===== src/rtl/dmem_pkg.sv =====
// Shared types and constants for the data-memory port scheduler.
package dmem_pkg;

   localparam logic [2:0] F3_B  = 3'b000;
   localparam logic [2:0] F3_H  = 3'b001;
   localparam logic [2:0] F3_W  = 3'b010;
   localparam logic [2:0] F3_BU = 3'b100;
   localparam logic [2:0] F3_HU = 3'b101;

   typedef struct packed {
      logic [31:0] addr;
      logic [2:0]  funct3;
      logic [31:0] data;
   } sq_entry_t;

endpackage


===== src/rtl/dmem_store_queue.sv =====
// In-order committed-store FIFO with a parallel address match over live entries.
module dmem_store_queue
   import dmem_pkg::*;
#(
   parameter int SQ_DEPTH = 4,
   localparam int PTR_W = $clog2(SQ_DEPTH),
   localparam int CNT_W = PTR_W + 1
) (
   input  logic             clk,
   input  logic             reset,
   input  logic             push_i,
   input  sq_entry_t        push_entry_i,
   input  logic             pop_i,
   input  logic [31:0]      match_addr_i,
   output sq_entry_t        head_o,
   output logic [CNT_W-1:0] count_o,
   output logic             full_o,
   output logic             empty_o,
   output logic             match_o
);

   sq_entry_t        mem_q [SQ_DEPTH];
   logic [PTR_W-1:0] wptr_q, rptr_q;
   logic [CNT_W-1:0] count_q, count_d;

   // Occupancy next-state; simultaneous push and pop leaves it unchanged.
   always_comb begin
      count_d = count_q;
      case ({push_i, pop_i})
         2'b10:   count_d = count_q + CNT_W'(1);
         2'b01:   count_d = count_q - CNT_W'(1);
         default: count_d = count_q;
      endcase
   end

   // Pointers and count; pointers wrap naturally since depth is a power of two.
   always_ff @(posedge clk) begin
      if (reset) begin
         wptr_q  <= '0;
         rptr_q  <= '0;
         count_q <= '0;
      end else begin
         if (push_i) wptr_q <= wptr_q + PTR_W'(1);
         if (pop_i)  rptr_q <= rptr_q + PTR_W'(1);
         count_q <= count_d;
      end
   end

   // Entry storage needs no reset: liveness is tracked by the pointers.
   always_ff @(posedge clk) begin
      if (push_i) mem_q[wptr_q] <= push_entry_i;
   end

   // An entry is live when its distance from the read pointer is below count.
   always_comb begin
      logic [PTR_W-1:0] offs;
      match_o = 1'b0;
      offs    = '0;
      for (int i = 0; i < SQ_DEPTH; i++) begin
         offs = PTR_W'(i) - rptr_q;
         if (({1'b0, offs} < count_q) && (mem_q[i].addr == match_addr_i))
            match_o = 1'b1;
      end
   end

   assign head_o  = mem_q[rptr_q];
   assign count_o = count_q;
   assign full_o  = (count_q == CNT_W'(SQ_DEPTH));
   assign empty_o = (count_q == '0);

endmodule


===== src/rtl/dmem_port_scheduler.sv =====
// Arbitrates the single data-memory port between speculative loads and
// buffered committed stores, with forced draining on fullness or starvation.
module dmem_port_scheduler
   import dmem_pkg::*;
#(
   parameter int SQ_DEPTH     = 4,
   parameter int TAG_W        = 6,
   parameter int STARVE_LIMIT = 8
) (
   input  logic             clk,
   input  logic             reset,
   input  logic             ld_req_valid,
   output logic             ld_req_ready,
   input  logic [31:0]      ld_req_addr,
   input  logic [2:0]       ld_req_funct3,
   input  logic [TAG_W-1:0] ld_req_tag,
   input  logic             st_commit_valid,
   output logic             st_commit_ready,
   input  logic [31:0]      st_commit_addr,
   input  logic [2:0]       st_commit_funct3,
   input  logic [31:0]      st_commit_data,
   input  logic             flush,
   output logic             mem_we,
   output logic             mem_re,
   output logic [31:0]      mem_addr,
   output logic [2:0]       mem_funct3,
   output logic [31:0]      mem_wdata,
   input  logic [31:0]      mem_rdata,
   output logic             ld_resp_valid,
   output logic [TAG_W-1:0] ld_resp_tag,
   output logic [31:0]      ld_resp_data,
   output logic             sq_empty
);

   localparam int CNT_W = $clog2(SQ_DEPTH) + 1;
   localparam int SW_W  = $clog2(STARVE_LIMIT + 1);

   sq_entry_t        head;
   sq_entry_t        push_entry;
   logic [CNT_W-1:0] sq_count;
   logic             sq_full, sq_match, push, drain, grant;
   logic             hazard, force_st, load_ok;
   logic [SW_W-1:0]  starve_q, starve_d;
   logic             resp_valid_q;
   logic [TAG_W-1:0] resp_tag_q;

   assign push_entry = '{addr: st_commit_addr, funct3: st_commit_funct3, data: st_commit_data};

   // Ready depends only on registered occupancy, keeping the arbiter off this path.
   assign st_commit_ready = !reset && !sq_full;
   assign push            = st_commit_valid && st_commit_ready;

   dmem_store_queue #(.SQ_DEPTH(SQ_DEPTH)) u_sq (
      .clk          (clk),
      .reset        (reset),
      .push_i       (push),
      .push_entry_i (push_entry),
      .pop_i        (drain),
      .match_addr_i (ld_req_addr),
      .head_o       (head),
      .count_o      (sq_count),
      .full_o       (sq_full),
      .empty_o      (sq_empty),
      .match_o      (sq_match)
   );

   // A same-cycle commit is older than the load, so it blocks it too.
   assign hazard   = sq_match || (st_commit_valid && (st_commit_addr == ld_req_addr));
   assign force_st = !sq_empty && (sq_full || (starve_q >= SW_W'(STARVE_LIMIT)));
   assign load_ok  = ld_req_valid && !hazard && !flush;

   // One port operation per cycle; reset suppresses all port activity.
   always_comb begin
      drain      = 1'b0;
      grant      = 1'b0;
      mem_we     = 1'b0;
      mem_re     = 1'b0;
      mem_addr   = '0;
      mem_funct3 = '0;
      mem_wdata  = '0;
      if (!reset) begin
         if (force_st)       drain = 1'b1;
         else if (load_ok)   grant = 1'b1;
         else if (!sq_empty) drain = 1'b1;
      end
      if (drain) begin
         mem_we     = 1'b1;
         mem_addr   = head.addr;
         mem_funct3 = head.funct3;
         mem_wdata  = head.data;
      end else if (grant) begin
         mem_re     = 1'b1;
         mem_addr   = ld_req_addr;
         mem_funct3 = ld_req_funct3;
      end
   end

   assign ld_req_ready = grant;

   // Starvation count of undrained cycles with a non-empty queue, saturating.
   always_comb begin
      starve_d = starve_q;
      if (sq_empty || drain)                    starve_d = '0;
      else if (starve_q < SW_W'(STARVE_LIMIT)) starve_d = starve_q + SW_W'(1);
   end

   // Starvation and load-response registers.
   always_ff @(posedge clk) begin
      if (reset) begin
         starve_q     <= '0;
         resp_valid_q <= 1'b0;
         resp_tag_q   <= '0;
      end else begin
         starve_q     <= starve_d;
         resp_valid_q <= grant;
         if (grant) resp_tag_q <= ld_req_tag;
      end
   end

   assign ld_resp_valid = resp_valid_q && !flush && !reset;
   assign ld_resp_tag   = resp_tag_q;
   assign ld_resp_data  = ld_resp_valid ? mem_rdata : '0;

endmodule


===== config.mk =====
export PLATFORM = sky130hd
export DESIGN_NAME = dmem_port_scheduler
export DESIGN_NICKNAME = d
export VERILOG_FILES = /design/src/rtl/dmem_pkg.sv /design/src/rtl/dmem_store_queue.sv /design/src/rtl/dmem_port_scheduler.sv
export SDC_FILE = /design/constraint.sdc
export NUM_CORES = 1
export LEC_CHECK = 0
export CAP_MARGIN = 20
export CORE_ASPECT_RATIO = 1.4
export CORE_MARGIN = 2
export CORE_UTILIZATION = 40
export DETAILED_ROUTE_END_ITERATION = 8
export PLACE_DENSITY = 0.67
export SYNTH_ARGS = -nofsm -noshare
export SYNTH_HDL_FRONTEND = slang
export SYNTH_SLANG_ARGS = --single-unit

===== constraint.sdc =====
create_clock -name clk -period 3.2 [get_ports clk]
set_input_delay 0.64 -clock clk [delete_from_list [all_inputs] [get_ports clk]]
set_output_delay 0.64 -clock clk [all_outputs]
set_load 0.01 [all_outputs]

## After elaboration in Yosys (flattened, before gate mapping)

Memory sizes are Yosys's and may differ from the RTL's. A register that Yosys moved wholly into a read port is not among the register bits.
Cells that the tools add are included.

- Bits in registers: 18
- Word-level logic and storage cells: 78
- Bits in writable memories: 268
- Output and inout port bits: 111
- Memories: 1
- Input port bits: 145

- Order comparisons: 6
- Add/sub/neg operators: 9
- Mux-type cells: 25
- Reductions and logical operators: 23
- Equal/unequal tests: 8

Memory list:

| name | words | bits a word | rd ports | clocked after Yosys merged registers in | wr ports | RTL line | text |
|---|---|---|---|---|---|---|---|
| u_sq.mem_q | 4 | 67 | 5 | 1 | 1 | dmem_store_queue.sv:22 | `sq_entry_t mem_q [SQ_DEPTH];` |

Operators with widths:

| kind | number |
|---|---|
| $eq 32x32->1 | 5 |
| $mux 32 | 4 |
| $mux 1 | 16 |
| $logic_and 1x1->1 | 12 |
| $lt 2x3->1 | 4 |
| $mux 3 | 2 |
| $pmux 3 s2 | 1 |
| $logic_not 1->1 | 5 |
| $add 2x1->2 const B | 2 |
| $add 4x1->4 const B | 1 |
| $ge 4x4->1 const B | 1 |
| $lt 4x4->1 const B | 1 |
| $mux 2 | 2 |
| $sub 1x2->2 const A | 2 |
| $sub 2x2->2 const A | 2 |
| $add 3x1->3 const B | 1 |
| $eq 3x3->1 const B | 1 |
| $logic_not 3->1 | 1 |
| $logic_or 1x1->1 | 3 |
| $sub 3x1->3 const B | 1 |
| $eq 2x1->1 const B | 1 |
| $eq 2x2->1 const B | 1 |
| $reduce_bool 2->1 | 1 |
| $reduce_or 2->1 | 1 |

## Depth between registers and ports, before layout

- Word-level depth: 16
- Gate-level depth with buffers: 17
- Gate-level depth less buffers: 15

## By module

Synthesis repeated with hierarchy kept, for this count alone.

- Cell total of the unflattened synthesis: 807
- Area, all modules: 13,311.5 um^2

By module, submodules not included:

| module | area an instance (um^2) | sequential area each (um^2) | cells each | instances |
|---|---|---|---|---|
| dmem_store_queue | 11,601.1 | 8,227.9 | 588 | 1 |
| dmem_port_scheduler | 1,710.4 | 220.2 | 219 | 1 |

## Worst setup path before layout

Ideal clock, no wire load.

- Path kind: input-to-reg
- From: input ld_req_addr[17]
- To: register u_sq.count_q[2] (netlist: u_sq.count_o[2])
- Stages on the path: 15
- Setup time: 0.071 ns
- Required time: 3.129 ns
- Arrival time: 3.501 ns
- Buffers on the path: 2
- Slack: -0.372 ns
- Path through: buf_4 -> xor2_1 -> nor4_1 -> nand4_1 -> or4_4 -> nand3_2 -> o21ai_2 -> buf_2 -> inv_1 -> ha_1 -> inv_1 -> fa_1 -> xor2_1 -> or3_1 -> a21oi_1

- Cells in the longest elaborated chain, start to end: 15
- Elaborated cells on any way between the ends: 25
- Classes of those cells: 7 x eq/ne; 8 x mux; 10 x reduce/logical

Ends and longest elaborated chain:

| element | RTL line | text |
|---|---|---|
| from (decl) | dmem_port_scheduler.sv:14 | `input logic [31:0] ld_req_addr,` |
| $eq 32x32->1 | dmem_store_queue.sv:61 | `if (({1'b0, offs} < count_q) && (mem_q[i].addr == match_addr_i))` |
| $logic_and 1x1->1 | dmem_store_queue.sv:61 |  |
| $mux 1 (4 in series) | dmem_store_queue.sv:61 |  |
| $logic_or 1x1->1 * | dmem_port_scheduler.sv:68 | `assign hazard = sq_match \|\| (st_commit_valid && (st_commit_addr == ld_req_addr));` |
| $logic_not 1->1 * | dmem_port_scheduler.sv:70 | `assign load_ok = ld_req_valid && !hazard && !flush;` |
| $logic_and 1x1->1 * (2 in series) | dmem_port_scheduler.sv:70 |  |
| $mux 1 * | dmem_port_scheduler.sv:83 | `else if (load_ok) grant = 1'b1;` |
| $mux 1 * | dmem_port_scheduler.sv:82 | `if (force_st) drain = 1'b1;` |
| $mux 1 * | dmem_port_scheduler.sv:81 | `if (!reset) begin` |
| $eq 2x1->1 / $eq 2x2->1 (equally long branches) | dmem_store_queue.sv:29 | `case ({push_i, pop_i})` |
| $pmux 3 s2 / $reduce_bool 2->1 (equally long branches) | n/a |  |
| to (signal assigned) | dmem_store_queue.sv:45 | `count_q <= count_d;` |
| to (decl) | dmem_store_queue.sv:24 | `logic [CNT_W-1:0] count_q, count_d;` |

Every way passes the cells marked *; elsewhere a longest branch is shown, timed or not.
A chain may end at the register's enable or synchronous reset.

## Worst setup path after layout

- From: input st_commit_addr[19]
- To: output mem_addr[3]

- Cells in the longest elaborated chain, start to end: 11
- Elaborated cells on any way between the ends: 14
- Classes of those cells: 1 x eq/ne; 8 x mux; 5 x reduce/logical

Ends and longest elaborated chain:

| element | RTL line | text |
|---|---|---|
| from (decl) | dmem_port_scheduler.sv:19 | `input logic [31:0] st_commit_addr,` |
| $eq 32x32->1 * | dmem_port_scheduler.sv:68 |  |
| $logic_and 1x1->1 * | dmem_port_scheduler.sv:68 |  |
| $logic_or 1x1->1 * | dmem_port_scheduler.sv:68 |  |
| $logic_not 1->1 * | dmem_port_scheduler.sv:70 |  |
| $logic_and 1x1->1 * (2 in series) | dmem_port_scheduler.sv:70 |  |
| $mux 1 | dmem_port_scheduler.sv:83 |  |
| $mux 1 | dmem_port_scheduler.sv:82 |  |
| $mux 1 | dmem_port_scheduler.sv:81 |  |
| $mux 32 | dmem_port_scheduler.sv:91 | `end else if (grant) begin` |
| $mux 32 * | dmem_port_scheduler.sv:86 | `if (drain) begin` |
| to (decl) | dmem_port_scheduler.sv:25 | `output logic [31:0] mem_addr,` |

Marks and branches as above.

==> flow_summary.json <==
{
  "cts.sinks": 288,
  "cts_buffer_depth": 3,
  "critPathRequiredTime_ps": 2560,
  "chipHeight_um": 223,
  "final_antenna_net_count": 0,
  "wire_per_inst_um": 22.5,
  "fin_crit_ps": 3840,
  "synth_cell_types": 39,
  "hold_ws_ps": 384,
  "ys_warn_count": 0,
  "nNetsFinal": 1434,
  "p_leak_nw": 7.20,
  "htree_levels": 1,
  "syn_nets": 1032,
  "grt_start_max_net_pins": 51,
  "netlist_area_mm2": 0.0136,
  "crit_top_cell": "buf_12",
  "root_buffer": "clkbuf_16",
  "syn_to_final_growth_pct": 45.6,
  "hold_viol_final": 0,
  "grt_pass1_vias": 9358,
  "violations": "setup timing",
  "slew_headroom": 0.656,
  "tightestPinTransition_ps": 514,
  "hpwlAfterDp_mm": 26.8,
  "synth_cells": 875,
  "critical_path_class": "primary input to output port",
  "start_util": 0.403,
  "synth_top_cell_by_area": "edfxtp_1",
  "power_density_mw_per_mm2": 580,
  "core_area_mm2": 0.0338,
  "crit_fanout": 7,
  "drtIter0Drc": 632,
  "cpMaxStageDelayCell": "or4_4",
  "numCtsBuffers": 29,
  "firstDrtPassIters": 5,
  "detail_route.vias_per_cell": 5.14,
  "ys_ff_latch": 288,
  "p_total_w": 0.0115,
  "numPortBuffers": 255,
  "overflow": 0,
  "place_ws_ps": -1650,
  "final_util": 0.587,
  "status": "finished with violations",
  "drcViolationCount": 0,
  "fin_worst_skew_ps": 21.1,
  "cp.arrival_ps": 3200,
  "tritoncts": "built",
  "setup_violations": 72,
  "gp_congestion": 0.880,
  "syn-mean-instance-area_um2": 15.6,
  "ir_drop_uv": 515,
  "clk_latency_ps": 560,
  "yosysSeqAreaShare": 0.619,
  "fp.dieArea_mm2": 0.0356,
  "antenna_found_initial": 3,
  "cts_hold_buf": 0,
  "setup_ws_ps": -643,
  "rsz0062_at_grt": "true",
  "hold_class": "primary input to flip-flop",
  "r2r_slack_ps": -130,
  "fillerInstances": 2709,
  "maxSlewViolCount": 0,
  "drive_gt1_frac": 0.396,
  "critPathLaunchType": "primary input",
  "setup_tns_ps": -39610,
  "drv_cap": 0,
  "synthTopCellsByArea": "edfxtp_1 (59%), mux4_2 (11%), xor2_1 (6.8%)",
  "ios": 256,
  "grt_pass1_wl_mm": 57.0,
  "totalWireLength_mm": 39.4,
  "rows": 80,
  "clock.fmax_mhz": 260,
  "path_cells": "dlygate4sd2_1 > xor2_1 > nor4_1 > buf_4 > nand3_4 > or4_4 > buf_12 > nand3_4 > nor3_4 > buf_6 > buf_12 > buf_12 > o2bb2ai_2 > buf_2",
  "grt.total_usage": 0.216,
  "slowest_delay_ps": 610,
  "layout_worst_path_cycle_share": 1.20,
  "vias": 9005,
  "yosys.area.top_type_share": 0.590,
  "clk_pin_slew_ps": 60,
  "die_x_um": 160,
  "crit_path_end_kind": "output port"
}
metal layers:
layer / vias up / part of all wire / routed length (um) / track usage
met5: - / 0 / 0 / 0
met2: 350 / 0.53 / 20700 / 0.389
met1: 4525 / 0.37 / 14700 / 0.255
met4: 0 / 0.039 / 1530 / 0.0869
li1: 4061 / - / - / -
met3: 69 / 0.062 / 2440 / 0.0368
cell families after synthesis:
kind of cell,after synthesis,share of synthesized area
multiplexers,72,0.114
adder cells (fa/ha/maj),12,0.0116
AO/OA/AOI/OAI,63,0.0339
AND/OR/NAND/NOR,162,0.0721
buffers and inverters,112,0.0424
flip-flops,288,0.619
XOR/XNOR,166,0.107
final timing paths:
kind                           start                 to  depth (start not counted)
hold reg to reg       ld_resp_tag[5]     ld_resp_tag[5]                          2
setup / recovery  st_commit_addr[19]        mem_addr[3]                         14
setup reg to reg   u_sq.mem_q[1][52]    u_sq.count_o[2]                         17
hold / removal     st_commit_addr[0]  u_sq.mem_q[0][35]                          1
flip-flops by register name, summed over array words and instances, names as in the netlist, named ones only:
signal,flops
u_sq.mem_q,268
ld_resp_tag,6
starve_q,4
u_sq.count_o,3
u_sq.rptr_q,2
u_sq.wptr_q,2
resp_valid_q,1
cell usage in the layout, fill, tap and decap left out, types with 25 or more instances in the layout:
cell type          n
buf_2             51
clkdlybuf4s50_1  126
edfxtp_1         268
buf_12            25
dlygate4sd2_1     25
xnor2_1           54
mux4_2            67
inv_1             42
buf_4            120
xor2_1            88
clkbuf_16         29
and2_1            33
buf_6             52
power by group:
group | switching [W] | leakage [nW] | internal (W)
Combinational | 0.00188 | 4.18 | 0.00206
Sequential | 0.000106 | 2.60 | 0.00432
Clock | 0.00141 | 0.419 | 0.00175
metrics by stage:
step,instance area [um2],std cells
3_3_place_gp,17700,1656
4_1_cts,19400,1748
3_5_place_dp,17700,1656
2_1_floorplan,13700,875
6_report,19900,1752
5_1_grt,19900,1751
Yosys cell counts (all sizes together):
library cell,count
a21oi,13
a31oi,1
and2,33
and3,5
buf,46
clkbuf,20
dfxtp,20
edfxtp,268
fa,1
ha,11
inv,46
mux2,1
mux2i,4
mux4,67
nand2,4
nand2b,3
nand3,9
nand4,18
nor2,16
nor2b,34
nor3,5
nor3b,1
nor4,30
o2111ai,1
o211ai,2
o21ai,10
o2bb2ai,35
o31ai,1
or3,2
or4,2
xnor2,60
xor2,106
cell type report:
class                   count  area [um2]  share of cell area
clock inverters            17         121             0.00611
flip-flops and latches    288        8460               0.426
well taps                 451         564              0.0284
clock buffers              36         752              0.0379
diodes                      2        5.00            0.000252
inverters                  46         180             0.00907
repair buffers            436        4200               0.211
multi-input cells         476        5590               0.281
worst max-delay path, delay by kind of cell:
kind,cells,cell delay [ps]
AOI/OAI and AO/OA,1,130
buffers and inverters,7,1140
xor gates and xnor gates,1,150
and+or+nand+nor,5,1130
repair_timing:
action                                  CTS  global route
cloned                                    9             0
pin swaps                                26            28
endpoints found under the setup margin   73            91
resized for setup                       514           104
buffers inserted                         36             8
(Power assumes the default switching activity.)
